### config.mk
export PLATFORM = sky130hd
export DESIGN_NAME = bsg_manycore_link_sdr_tx_mux
export DESIGN_NICKNAME = d
export VERILOG_FILES = /design/src/rtl/bsg_manycore_link_sdr_tx_mux.sv
export SDC_FILE = /design/constraint.sdc
export NUM_CORES = 1
export LEC_CHECK = 0
export BUFFER_PORTS_ARGS = -buffer_cell sky130_fd_sc_hd__buf_2
export CORE_MARGIN = 2
export CORE_UTILIZATION = 29
export DETAILED_ROUTE_END_ITERATION = 16
export GPL_ROUTABILITY_DRIVEN = 0
export MAX_ROUTING_LAYER = met4
export SKIP_LAST_GASP = 1
export SYNTH_ARGS = -nofsm -noshare
export SYNTH_HDL_FRONTEND = slang
export SYNTH_SLANG_ARGS = --single-unit
### constraint.sdc
create_clock -name core_clk_i -period 3.2 [get_ports core_clk_i]
set_input_delay 0.64 -clock core_clk_i [delete_from_list [all_inputs] [get_ports core_clk_i]]
set_output_delay 0.64 -clock core_clk_i [all_outputs]
set_load 0.01 [all_outputs]
### src/rtl/bsg_manycore_link_sdr_tx_mux.sv
// Credit-managed N-channel SDR transmit mux: round-robin over channels
// with credit, registered word + channel tag out to the SDR launch stage.
// Ports: core_v_i/core_data_i/core_yumi_o per-channel input streams,
//   token_i per-channel credit returns, link_v_o/link_data_o/link_ch_o
//   registered uplink word, credits_o debug counts, err_o overflow flag.
// Optional: BSG_MANYCORE_LINK_SDR_TX_MUX_CREDIT_CHECK_EN enables the
//   sticky credit-overflow flag on err_o (tied low otherwise).
module bsg_manycore_link_sdr_tx_mux #(
    parameter int num_channels_p = 2,
    parameter int width_p = 16,
    parameter int lg_fifo_depth_p = 3,
    parameter int lg_credit_to_token_decimation_p = 0,
    parameter int init_wait_cycles_p = 16,
    parameter int lg_ch_lp =
        (num_channels_p > 1) ? $clog2(num_channels_p) : 1
) (
    input  logic core_clk_i,
    input  logic core_reset_n_i,
    input  logic [num_channels_p-1:0] core_v_i,
    input  logic [num_channels_p*width_p-1:0] core_data_i,
    output logic [num_channels_p-1:0] core_yumi_o,
    input  logic [num_channels_p-1:0] token_i,
    output logic link_v_o,
    output logic [width_p-1:0] link_data_o,
    output logic [lg_ch_lp-1:0] link_ch_o,
    output logic [num_channels_p*(lg_fifo_depth_p+1)-1:0] credits_o,
    output logic err_o
);

    localparam int cw_lp = lg_fifo_depth_p + 1;
    localparam logic [cw_lp-1:0] full_lp = cw_lp'(2 ** lg_fifo_depth_p);
    localparam logic [cw_lp:0] full_x_lp = (cw_lp + 1)'(2 ** lg_fifo_depth_p);
    localparam logic [cw_lp:0] tok_lp =
        (cw_lp + 1)'(2 ** lg_credit_to_token_decimation_p);
    localparam int term_lp =
        (init_wait_cycles_p > 0) ? init_wait_cycles_p - 1 : 0;
    localparam int wcw_lp =
        (init_wait_cycles_p > 1) ? $clog2(init_wait_cycles_p) : 1;
    localparam logic [wcw_lp-1:0] term_cnt_lp = wcw_lp'(term_lp);

    typedef enum logic {
        e_wait,
        e_active
    } state_e;

    state_e state_r;
    logic [wcw_lp-1:0] wait_cnt_r;
    logic wait_done_r;

    // Terminal count is registered first, so ACTIVE begins one cycle
    // after the counter reaches init_wait_cycles_p-1.
    always_ff @(posedge core_clk_i or negedge core_reset_n_i) begin
        if (!core_reset_n_i) begin
            state_r <= e_wait;
            wait_cnt_r <= '0;
            wait_done_r <= 1'b0;
        end else begin
            unique case (state_r)
                e_wait: begin
                    if (wait_done_r) begin
                        state_r <= e_active;
                    end else if (wait_cnt_r == term_cnt_lp) begin
                        wait_done_r <= 1'b1;
                    end else begin
                        wait_cnt_r <= wait_cnt_r + 1'b1;
                    end
                end
                e_active: state_r <= e_active;
                default: state_r <= e_wait;
            endcase
        end
    end

    logic [cw_lp-1:0] credit_r [num_channels_p];
    logic [cw_lp-1:0] credit_n [num_channels_p];
    logic [cw_lp:0] credit_sum [num_channels_p];
    logic [num_channels_p-1:0] ovf;
    logic [num_channels_p-1:0] elig;
    logic [num_channels_p-1:0] gnt;
    logic [lg_ch_lp-1:0] rr_ptr_r;
    logic [lg_ch_lp-1:0] gnt_idx;
    logic [width_p-1:0] gnt_data;
    logic gnt_v;
    int idx;

    // Round-robin search starting at rr_ptr_r, wrapping to channel 0.
    always_comb begin
        elig = '0;
        gnt_v = 1'b0;
        gnt_idx = '0;
        gnt_data = '0;
        idx = 0;
        for (int c = 0; c < num_channels_p; c++) begin
            elig[c] = core_v_i[c] & (credit_r[c] != '0);
        end
        for (int i = 0; i < num_channels_p; i++) begin
            idx = int'(rr_ptr_r) + i;
            if (idx >= num_channels_p) begin
                idx = idx - num_channels_p;
            end
            if (!gnt_v && elig[idx]) begin
                gnt_v = 1'b1;
                gnt_idx = lg_ch_lp'(idx);
                gnt_data = core_data_i[idx*width_p +: width_p];
            end
        end
        if (state_r != e_active) begin
            gnt_v = 1'b0;
        end
        gnt = gnt_v ? (num_channels_p'(1) << gnt_idx) : '0;
    end

    assign core_yumi_o = gnt;

    always_ff @(posedge core_clk_i or negedge core_reset_n_i) begin
        if (!core_reset_n_i) begin
            rr_ptr_r <= '0;
        end else if (gnt_v) begin
            if (int'(gnt_idx) == num_channels_p - 1) begin
                rr_ptr_r <= '0;
            end else begin
                rr_ptr_r <= gnt_idx + 1'b1;
            end
        end
    end

    // One extra bit so grant and token can both apply before the
    // saturation compare. A grant never lands on a zero counter.
    always_comb begin
        ovf = '0;
        for (int c = 0; c < num_channels_p; c++) begin
            credit_sum[c] = {1'b0, credit_r[c]}
                - (cw_lp + 1)'(gnt[c])
                + (token_i[c] ? tok_lp : '0);
            credit_n[c] = credit_sum[c][cw_lp-1:0];
            if (state_r != e_active) begin
                credit_n[c] = full_lp;
            end else if (credit_sum[c] > full_x_lp) begin
                ovf[c] = 1'b1;
                credit_n[c] = full_lp;
            end
        end
    end

    always_ff @(posedge core_clk_i or negedge core_reset_n_i) begin
        if (!core_reset_n_i) begin
            for (int c = 0; c < num_channels_p; c++) begin
                credit_r[c] <= full_lp;
            end
        end else begin
            for (int c = 0; c < num_channels_p; c++) begin
                credit_r[c] <= credit_n[c];
            end
        end
    end

    always_comb begin
        credits_o = '0;
        for (int c = 0; c < num_channels_p; c++) begin
            credits_o[c*cw_lp +: cw_lp] = credit_r[c];
        end
    end

    always_ff @(posedge core_clk_i or negedge core_reset_n_i) begin
        if (!core_reset_n_i) begin
            link_v_o <= 1'b0;
            link_data_o <= '0;
            link_ch_o <= '0;
        end else begin
            link_v_o <= gnt_v;
            if (gnt_v) begin
                link_data_o <= gnt_data;
                link_ch_o <= gnt_idx;
            end
        end
    end

`ifdef BSG_MANYCORE_LINK_SDR_TX_MUX_CREDIT_CHECK_EN
    logic err_r;

    always_ff @(posedge core_clk_i or negedge core_reset_n_i) begin
        if (!core_reset_n_i) begin
            err_r <= 1'b0;
        end else if (|ovf) begin
            err_r <= 1'b1;
        end
    end

    always @(posedge core_clk_i) begin
        for (int c = 0; c < num_channels_p; c++) begin
            if (core_reset_n_i && ovf[c]) begin
                $error("credit overflow on channel %0d", c);
            end
        end
    end

    assign err_o = err_r;
`else
    assign err_o = 1'b0;
`endif

endmodule

[Word level (Yosys, flattened, before mapping)]
Cells that the tools add are included.
Storage, ports and cells
  input bits: 38
  logic and storage cells: 65
  bits in registers: 33
  output and inout bits: 29
Operators by class
  bitwise logic cells: 5
  reductions and logical operators: 5
  add/subtract/negate cells: 9
  shifts and indexed selects: 3
  equality and inequality tests: 1
  order comparisons: 6
  muxes and demuxes: 27
Operators by type and width (count)
  $lt 32x3->1 const B: 2
  $mux 32: 2
  $shiftx 32x32->16: 2
  $mux 16: 2
  $mux 1: 17
  $mux 4: 4
  $add 5x1->5: 2
  $gt 5x4->1 const B: 2
  $sub 4x1->5: 2
  $reduce_bool 4->1: 2
  $add 4x1->4 const B: 1
  $eq 4x4->1 const B: 1
  $not 1->1: 3
  $reduce_and 3->1: 1
  $sub 1x2->3 const B: 1
  $sub 2x2->3 const B: 1
  $add 1x1->2 const B: 1
  $and 1x1->1: 2
  $ge 1x2->1 const B: 1
  $ge 2x2->1 const B: 1
  $mux 2: 1
  $pmux 1 s2: 1
  $shl 1x1->2 const A: 1
  $add 1x1->1 const B: 1
  other kinds (2): 2

[Longest topological paths before layout]
Gate-level depths: netlist of the first run.
  word-level depth: 16
  gate-level depth with buffers: 15
  mapped depth without buffers: 14

[Worst setup path after synthesis of the first run]
OpenSTA, ideal clock, no wires.
  path type: register -> register
  start: reg credit_r (netlist bit credits_o[3])
  end: reg credit_r (netlist bit credits_o[4])
  setup slack: -0.128 ns
  required time: 3.057 ns
  cell stages (with the launch flop): 15
  setup time: 0.143 ns
  arrival time: 3.185 ns
  buffers on the path: 1
  period minus slack after synthesis: 3.328 ns
  path through: dfstp_2 -> inv_1 -> ha_1 -> or3b_4 -> nand2_4 -> o21ai_4 -> buf_8 -> inv_1 -> ha_1 -> inv_1 -> ha_1 -> fa_1 -> o2111a_1 -> o311ai_1 -> a21boi_0
RTL lines
  start: declaration: line 74  | logic [cw_lp-1:0] credit_r [num_channels_p];
  start signal: indexed assignment: line 148  | credit_r[c] <= full_lp;
  start signal: indexed assignment: line 152  | credit_r[c] <= credit_n[c];

==> impl_metrics.ini, run 1 <==
[status]
status = complete, no violations

[critical_path]
critPathMaxStageDelay_ps = 380
reg2reg_slack_ps = 140
crit_path_end_kind = flip-flop
critical_path.startpoint_type = flip-flop
reg2reg_from = credits_o[7]$_DFF_PN1_
crit_family = adder cells
rr_endpoint = credits_o[5]$_DFF_PN0_
path_buf_inv = 3
path_max_fanout = 4
cp_slowest_cell = dfstp_2
arrival_ps = 3200
required_ps = 3350
crit_chain = inv_2 -> ha_2 -> or3b_4 -> and3_4 -> o21ai_4 -> inv_1 -> ha_1 -> inv_1 -> ha_2 -> fa_2 -> o2111a_1 -> o311ai_4 -> a21boi_1
worstSetupPathType = flip-flop to flip-flop
reg2reg_depth = 13

[yosys]
ys_warn_count = 0
synthArstFlopShare_pct = 100
netlist_instances = 157
yosysUniqueCellTypes = 47
syn_avg_cell_area_um2 = 11.6
yosysSeqAreaShare_pct = 45.4
ys_ff_latch = 33
synth_nets = 210
netlist_area_mm2 = 0.00183
synth_edf_count = 0
synthFlopType = dfrtp_1

[grt]
antenna_found_initial = 0
grt_max_degree = 34
grt_first_pass_wirelength_mm = 6.91
grt.total_usage_pct = 12.7
grt-ovfl-total = 0
grt_pass1_vias = 1480

[clock_tree]
clockBufferDepth = 2
clock_latency_ps = 280
numCtsBuffers = 5
cts-root-buf = clkbuf_8
cts_tree = built
htreeDepth = 2
hold_buffers = 0
clkTransAtPathRegs_ps = 70
clock-sinks = 33

[route]
via_per_inst = 4.77
drt_iter0_drc = 37
route.detailed.drc = 0
vias = 1463
first_pass_iters = 4
routed_wl_mm = 4.25
wl_per_cell_um = 13.8
final_antenna_net_count = 0

[floorplanning]
fp.coreArea_mm2 = 0.00599
rows = 28
start_util_pct = 30.5
chipWidth_um = 83.3
die_y_um = 83.3
ios = 67
dieArea_mm2 = 0.00695

[cells_and_area]
design_area_mm2 = 0.00238
drive_gt1_share_pct = 55.2
final_net_count = 284
nFillCells = 619
antennaDiodeCount = 0
area_growth_pct = 30.2

[placement]
placed_cell_area_mm2 = 0.00227
port_buffers = 65
dp_hpwl_mm = 3.11
place_ws_ps = 109

[power]
powerDensity_mw_per_mm2 = 803
ir_drop_v = 0.000288
p_leak_uw = 0.00113
total_power_uw = 1910

[run]
timing.max_cap.violations = 0

[sta]
setup_slack_ps = 143
finalSetupViolations = 0
skew_ps = 2.07
finalCriticalPeriod_ps = 3060
tightest_slew_ps = 822
hold_viol = 0
finalMaxSlewViolations = 0
whs_ps = 420
max_freq_mhz = 327
max-slew-margin-rel_pct = 44.9
fin_crit_sh_pct = 95.5

[hold_path]
hold_path.class = input port to async pin
-- layout make-up --
type                            count  area (um2)  share of cell area [%]
Tap cell                           75        93.8                    3.95
Clock inverter                      2        10.0                   0.421
Timing Repair Buffer               72         378                    15.9
Inverter                           17        63.8                    2.68
Multi-Input combinational cell    102         931                    39.2
Sequential cell                    33         828                    34.8
Clock buffer                        6        72.6                    3.05
-- through the flow --
step / util [%] / std cells / setup TNS, ps
2_1_floorplan: - / 157 / 0
3_3_place_gp: 37.9 / 299 / 0
3_5_place_dp: 37.9 / 299 / 0
4_1_cts: 39.2 / 307 / 0
5_1_grt: 39.7 / 307 / -54.0
6_report: 39.7 / 307 / 0
-- how the worst max path moves through the flow --
| stage | startpoint | to | cells past startpoint |
|---|---|---|---|
| floorplan | credits_o[7]$_DFF_PN1_ | credits_o[0]$_DFF_PN0_ | 14 |
| finish | credits_o[7]$_DFF_PN1_ | credits_o[5]$_DFF_PN0_ | 13 |
| global placement | credits_o[7]$_DFF_PN1_ | credits_o[1]$_DFF_PN0_ | 13 |
| global route | credits_o[7]$_DFF_PN1_ | credits_o[0]$_DFF_PN0_ | 13 |
| detailed placement | credits_o[7]$_DFF_PN1_ | credits_o[4]$_DFF_PN0_ | 13 |
| CTS | credits_o[7]$_DFF_PN1_ | credits_o[4]$_DFF_PN0_ | 13 |
-- per-layer routing --
metal | global-route usage [%] | part of all wire [%] | wire (um)
met5 | - | 0 | 0
met4 | 4.02 | 1.8 | 76
met3 | 3.88 | 6.2 | 265
met2 | 20.0 | 46 | 1970
met1 | 15.6 | 46 | 1940
-- power breakdown --
part	total, uW	switching, uW	internal, uW
Combinational	963	485	477
Sequential	640	78.3	561
Clock	306	155	151
-- state kept, by name (all words and copies together), names as in the netlist --
| register | flops |
|---|---|
| credits_o | 8 |
| link_ch_o | 1 |
| link_data_o | 16 |
| link_v_o | 1 |
| rr_ptr_r | 1 |
| state_r | 1 |
| wait_cnt_r | 4 |
| wait_done_r | 1 |
-- Yosys cell counts, types with 2 or more instances --
| library cell | instances | share of area (%) |
|---|---|---|
| a31oi_1 | 2 | 0.69 |
| nor2b_1 | 2 | 0.69 |
| o221a_2 | 15 | 9.3 |
| a21o_1 | 3 | 1.2 |
| a21oi_1 | 4 | 1.1 |
| xnor2_1 | 5 | 2.4 |
| and3b_1 | 2 | 0.96 |
| inv_1 | 17 | 3.5 |
| or2_2 | 16 | 5.5 |
| dfstp_2 | 2 | 2.9 |
| a21boi_0 | 2 | 0.82 |
| nand3_1 | 2 | 0.55 |
| nand2_1 | 3 | 0.62 |
| and2_1 | 2 | 0.69 |
| nor2_1 | 4 | 0.82 |
| dfrtp_1 | 31 | 42 |
| fa_1 | 2 | 2.2 |
| nor3b_1 | 2 | 0.82 |
| ha_1 | 13 | 8.9 |
-- cell usage in the layout, fill, tap and decap left out, types with 2 or more instances in the layout --
| cell | Yosys | layout |
|---|---|---|
| a21oi_1 | 4 | 4 |
| o221a_2 | 15 | 15 |
| xnor2_1 | 5 | 5 |
| or2_2 | 16 | 16 |
| clkbuf_8 | 0 | 5 |
| dfstp_2 | 2 | 2 |
| a21o_1 | 3 | 3 |
| dfrtp_1 | 31 | 31 |
| or3b_4 | 1 | 2 |
| nor2b_1 | 2 | 2 |
| nor2_1 | 4 | 4 |
| buf_2 | 1 | 65 |
| nand3_1 | 2 | 2 |
| and2_1 | 2 | 2 |
| nor3b_1 | 2 | 2 |
| inv_1 | 17 | 16 |
| fa_2 | 0 | 2 |
| ha_2 | 0 | 2 |
| and3b_1 | 2 | 2 |
| ha_1 | 13 | 11 |
| buf_4 | 1 | 7 |
| a21boi_1 | 0 | 2 |
| clkinv_2 | 0 | 2 |
| nand2_1 | 3 | 3 |
-- cell families (layout without fill, tap and decap cells) --
group	count (synthesis)	after routing	synth area share [%]
buffers and inverters	22	97	5.89
adder cells (fa/ha/maj)	15	15	11.1
XOR/XNOR	6	6	2.88
other	1	1	0.205
AND/OR/NAND/NOR	42	42	14.7
multiplexers	2	2	1.17
flip-flops	33	33	45.4
AO/OA/AOI/OAI	36	36	18.7
-- what timing repair did --
action | CTS | global route
setup endpoints to repair | 0 | 8
hold endpoints to repair | 0 | 0
resized for setup | 0 | 9
buffers inserted | 0 | 0
No activity file was read; power rests on OpenSTA's default activity.
==> run 2, diff against run 1 <==
==> constraint.sdc (replaced) <==
create_clock -name core_clk_i -period 3.79 [get_ports core_clk_i]
set_input_delay 0.758 -clock core_clk_i [delete_from_list [all_inputs] [get_ports core_clk_i]]
set_output_delay 0.758 -clock core_clk_i [all_outputs]
set_load 0.01 [all_outputs]
==> run 2 against run 1 <==
Critical path depth did not move. Clock power fell by 15%. Combinational power fell by 24%. Sequential cell count did not move. Sequential share of layout area rose by 1.0 points. Via count fell by 4.3%. Largest cell class unchanged.
==> impl_metrics.ini, run 2 (same netlist as run 1, synthesis figures left out) <==
[floorplanning]
chipWidth_um = 83.3
start_util_pct = 30.5
rows = 28
ios = 67
die_y_um = 83.3
fp.coreArea_mm2 = 0.00599
dieArea_mm2 = 0.00695

[sta]
skew_ps = 6.36
max_freq_mhz = 309
finalMaxSlewViolations = 0
finalSetupViolations = 0
setup_slack_ps = 551
rsz0062_at_grt = false
finalCriticalPeriod_ps = 3240
hold_viol = 0
setup_tns_ps = 0
fin_crit_sh_pct = 85.5
tightest_slew_ps = 827
max-slew-margin-rel_pct = 44.6

[placement]
placed_cell_area_mm2 = 0.00221
place_ws_ps = 207
dp_hpwl_mm = 2.90
port_buffers = 65
post-place-cells = 293

[grt]
antenna_found_initial = 0
grt_max_degree = 34
grt_first_pass_wirelength_mm = 6.95
grt-ovfl-total = 0
grt_pass1_vias = 1505
grt.total_usage_pct = 12.4

[clock_tree]
numCtsBuffers = 5
cts-root-buf = clkbuf_8
clkTransAtPathRegs_ps = 70
clock-sinks = 33
clock_latency_ps = 280
clockBufferDepth = 2
hold_buffers = 0
htreeDepth = 2
cts.repair.resized = 0
cts_setup_buffers = 0
cts_tree = built

[route]
routed_wl_mm = 3.87
via_per_inst = 4.62
vias = 1400
route.detailed.drc = 0
drt_iter0_drc = 33
first_pass_iters = 4
final_antenna_net_count = 0
wl_per_cell_um = 12.8

[status]
status = complete, no violations

[critical_path]
critPathMaxStageDelay_ps = 560
critical_path.startpoint_type = flip-flop
cp_slowest_cell = dfstp_2
required_ps = 3940
path_max_fanout = 4
crit_chain = inv_1 -> ha_1 -> or3b_4 -> nand2_4 -> o21ai_4 -> inv_1 -> ha_1 -> inv_1 -> ha_1 -> fa_1 -> o2111a_1 -> o311ai_1 -> a21boi_0
crit_path_end_kind = flip-flop
worstSetupPathType = flip-flop to flip-flop
arrival_ps = 3390

[power]
p_int_uw = 968
ir_drop_v = 0.000211
combPwrFrac_pct = 47.9
total_power_uw = 1540
p_switching_uw = 568
p_clk_share_pct = 16.8
power_frac_seq_pct = 35.3
powerDensity_mw_per_mm2 = 665
p_leak_uw = 0.00111
switching_share_pct = 37.0

[cells_and_area]
antennaDiodeCount = 0
final_cell_mix = buf_2, dfrtp_1, inv_1
design_area_mm2 = 0.00231
final_common_cell = buf_2
drive_gt1_share_pct = 50.9
largest_register_ffs = 16
stdcell_count = 303
final_net_count = 280
top_register = link_data_o
area_growth_pct = 26.5

[run]
timing.max_cap.violations = 0

[hold_path]
hold_path.class = flip-flop to flip-flop
==> run 2: cell count changes in the layout (fill, tap and decap cells not counted), sizes merged <==
| cell | delta |
|---|---|
| clkinvlp | +1 |
| clkbuf | -1 |
| buf | -4 |
==> run 2: stage by stage <==
stage | hold slack [ps] | utilization (%)
5_1_grt | 525 | 38.6
3_3_place_gp | 459 | 36.9
3_5_place_dp | 463 | 36.9
6_report | 479 | 38.6
4_1_cts | 485 | 38.3
2_1_floorplan | 444 | -
==> run 2: routing by layer <==
| metal | wire length, um | part of all wire (%) | up-vias | GRT usage [%] |
|---|---|---|---|---|
| li1 | - | - | 696 | - |
| met1 | 1670 | 43 | 653 | 14.1 |
| met2 | 1910 | 49 | 47 | 21.5 |
| met3 | 263 | 6.8 | 4 | 3.98 |
| met4 | 23 | 0.59 | 0 | 2.68 |
| met5 | 0 | 0 | - | - |
==> run 2: final timing paths <==
path | end | slack [ps] | cells after the start | from
min in group asynchronous | credits_o[6]$_DFF_PN0_ | 540 | 1 | core_reset_n_i
worst min-delay path | wait_done_r$_DFFE_PN0N_ | 480 | 1 | wait_done_r$_DFFE_PN0N_
worst min register to register | wait_done_r$_DFFE_PN0N_ | 480 | 1 | wait_done_r$_DFFE_PN0N_
worst max register to register | credits_o[4]$_DFF_PN0_ | 550 | 13 | credits_o[3]$_DFF_PN1_
worst max-delay path | credits_o[4]$_DFF_PN0_ | 550 | 13 | credits_o[3]$_DFF_PN1_
max in group asynchronous | link_data_o[14]$_DFFE_PN0P_ | 2780 | 1 | core_reset_n_i
==> run 2: worst max-delay path: cells and delay by family, from the launching register on <==
kind,cells,cell delay (ps)
adder cells (fa/ha/maj),4,1050
AO/OA/AOI/OAI,4,990
flip-flops,1,560
AND/OR/NAND/NOR,2,310
buffers and inverters,3,180
==> run 2: cell type report <==
type / count / area [um2]
clock inverters: 3 / 17.5
repair buffers: 68 / 348
fillers: 607 / 3680
flip-flops and latches: 33 / 828
multi-input cells: 102 / 890
inverters: 17 / 63.8
clock buffers: 5 / 68.8
well taps: 75 / 93.8
==> run 2: power groups by stage <==
stage               clock network (uW)  logic (uW)  registers (uW)
global placement                     0         732             550
CTS                                272         742             544
finish                             259         735             542
floorplan                            0         458             601
global route                       291         830             560
detailed placement                   0         737             550
==> run 3, diff against run 2 <==
==> constraint.sdc (replaced) <==
create_clock -name core_clk_i -period 3.48 [get_ports core_clk_i]
set_input_delay 0.696 -clock core_clk_i [delete_from_list [all_inputs] [get_ports core_clk_i]]
set_output_delay 0.696 -clock core_clk_i [all_outputs]
set_load 0.01 [all_outputs]
==> run 3 against run 2 <==
Utilization fell by 0.063 points. Clock power rose by 6%. Setup slack got worse by 280 ps. Worst hold slack got worse by 2.1 ps. Largest power group unchanged. First-iteration DRC count rose by 33%. Global-route usage fell by 0.12 points. Highest routed layer unchanged. Register-to-register slack got worse by 280 ps. Sequential power rose by 10%.
==> impl_metrics.ini, run 3 (same netlist as run 1, synthesis figures left out) <==
[hold_path]
hold_path.class = input port to async pin

[floorplanning]
die_y_um = 83.3
start_util_pct = 30.5
ios = 67
dieArea_mm2 = 0.00695
rows = 28
chipWidth_um = 83.3
fp.coreArea_mm2 = 0.00599

[cells_and_area]
nFillCells = 596
top_register = link_data_o
design_area_mm2 = 0.00231
multi_input_area_um2 = 897
final_cell_mix = buf_2, dfrtp_1, inv_1
seq_area_um2 = 828
final_net_count = 279
area_growth_pct = 26.3
final_common_cell = buf_2
drive_gt1_share_pct = 50.7
stdcell_count = 302
antennaDiodeCount = 0
largest_register_ffs = 16

[grt]
grt_pass1_vias = 1425
grt-ovfl-total = 0
grt_max_degree = 34
grt.total_usage_pct = 12.3
grt_first_pass_wirelength_mm = 6.75
antenna_found_initial = 0

[placement]
port_buffers = 65
placed_cell_area_mm2 = 0.00222
post-place-cells = 294
place_ws_ps = 197
dp_hpwl_mm = 2.95

[route]
final_antenna_net_count = 0
first_pass_iters = 4
routed_wl_mm = 3.98
drt_iter0_drc = 44
route.detailed.drc = 0
via_per_inst = 4.60
wl_per_cell_um = 13.2
vias = 1390

[power]
total_power_uw = 1670
p_int_uw = 1050
ir_drop_v = 0.000206
p_leak_uw = 0.00110
p_clk_share_pct = 16.5
p_switching_uw = 617
switching_share_pct = 37.0
combPwrFrac_pct = 47.9
powerDensity_mw_per_mm2 = 724
power_frac_seq_pct = 35.7

[clock_tree]
cts-root-buf = clkbuf_8
numCtsBuffers = 5
clock_latency_ps = 280
cts_setup_buffers = 0
htreeDepth = 2
clkTransAtPathRegs_ps = 70
cts_tree = built
clock-sinks = 33
clockBufferDepth = 2

[sta]
setup_tns_ps = 0
finalMaxSlewViolations = 0
setup_slack_ps = 268
tightest_slew_ps = 853
max_freq_mhz = 311
finalCriticalPeriod_ps = 3210
finalSetupViolations = 0
max-slew-margin-rel_pct = 42.8
hold_viol = 0
fin_crit_sh_pct = 92.3
skew_ps = 5.83

[critical_path]
arrival_ps = 3360
reg2reg_from = credits_o[7]$_DFF_PN1_
worstSetupPathType = flip-flop to flip-flop
crit_path_end_kind = flip-flop
path_max_fanout = 4
required_ps = 3620
startpoint = credits_o[7]$_DFF_PN1_
critical_path.startpoint_type = flip-flop

[run]
timing.max_cap.violations = 0

[status]
status = complete, no violations
run 3: layout make-up:
cell class / instances / share of cell area, %
clock inverter: 2 / 0.434
tap: 75 / 4.07
clock buffer: 6 / 3.15
multi-input combinational: 102 / 38.9
timing repair buffer: 67 / 14.8
inverter: 17 / 2.77
sequential: 33 / 35.9
run 3: final timing paths:
path	endpoint	slack, ps	cells after the start
min in group core_clk_i	wait_done_r$_DFFE_PN0N_	480	1
setup / recovery	credits_o[5]$_DFF_PN0_	270	13
max in group asynchronous	link_ch_o$_DFFE_PN0P_	2520	1
setup reg to reg	credits_o[5]$_DFF_PN0_	270	13
hold reg to reg	wait_done_r$_DFFE_PN0N_	480	1
hold / removal	credits_o[6]$_DFF_PN0_	480	1
run 3: critical path, cell delays in order (launching register included):
cell and delay, ps:
dfstp_2 380, inv_1 110, ha_1 160, or3b_1 360, and3_4 210, o21ai_4 50
inv_1 60, ha_1 270, inv_1 40, ha_1 190, fa_1 430, o2111a_1 290
o311ai_2 380, a21boi_0 150
run 3: power by group through the flow:
stage,sequential [uW],combinational (uW),clock (uW)
floorplan,655,498,0
global placement,601,806,0
detailed placement,604,804,0
CTS,597,810,293
global route,615,907,308
finish,596,799,275
run 3: layer usage:
layer | share of wire [%] | GRT usage (%) | up-vias
li1 | - | - | 693
met1 | 46 | 15.5 | 654
met2 | 47 | 19.6 | 41
met3 | 6.4 | 4.08 | 2
met4 | 0.68 | 2.24 | 0
met5 | 0 | - | -
run 3: timing repair:
item	in CTS	in global routing
gates resized for setup	0	1
endpoints found under the setup margin	0	4
hold buffers	0	0
run 3: through the flow:
stage | hold WS (ps) | utilization, %
finish | 477 | 38.5
global route | 494 | 38.5
CTS | 482 | 38.4
detailed placement | 466 | 37.0
global placement | 459 | 37.0
floorplan | 400 | -
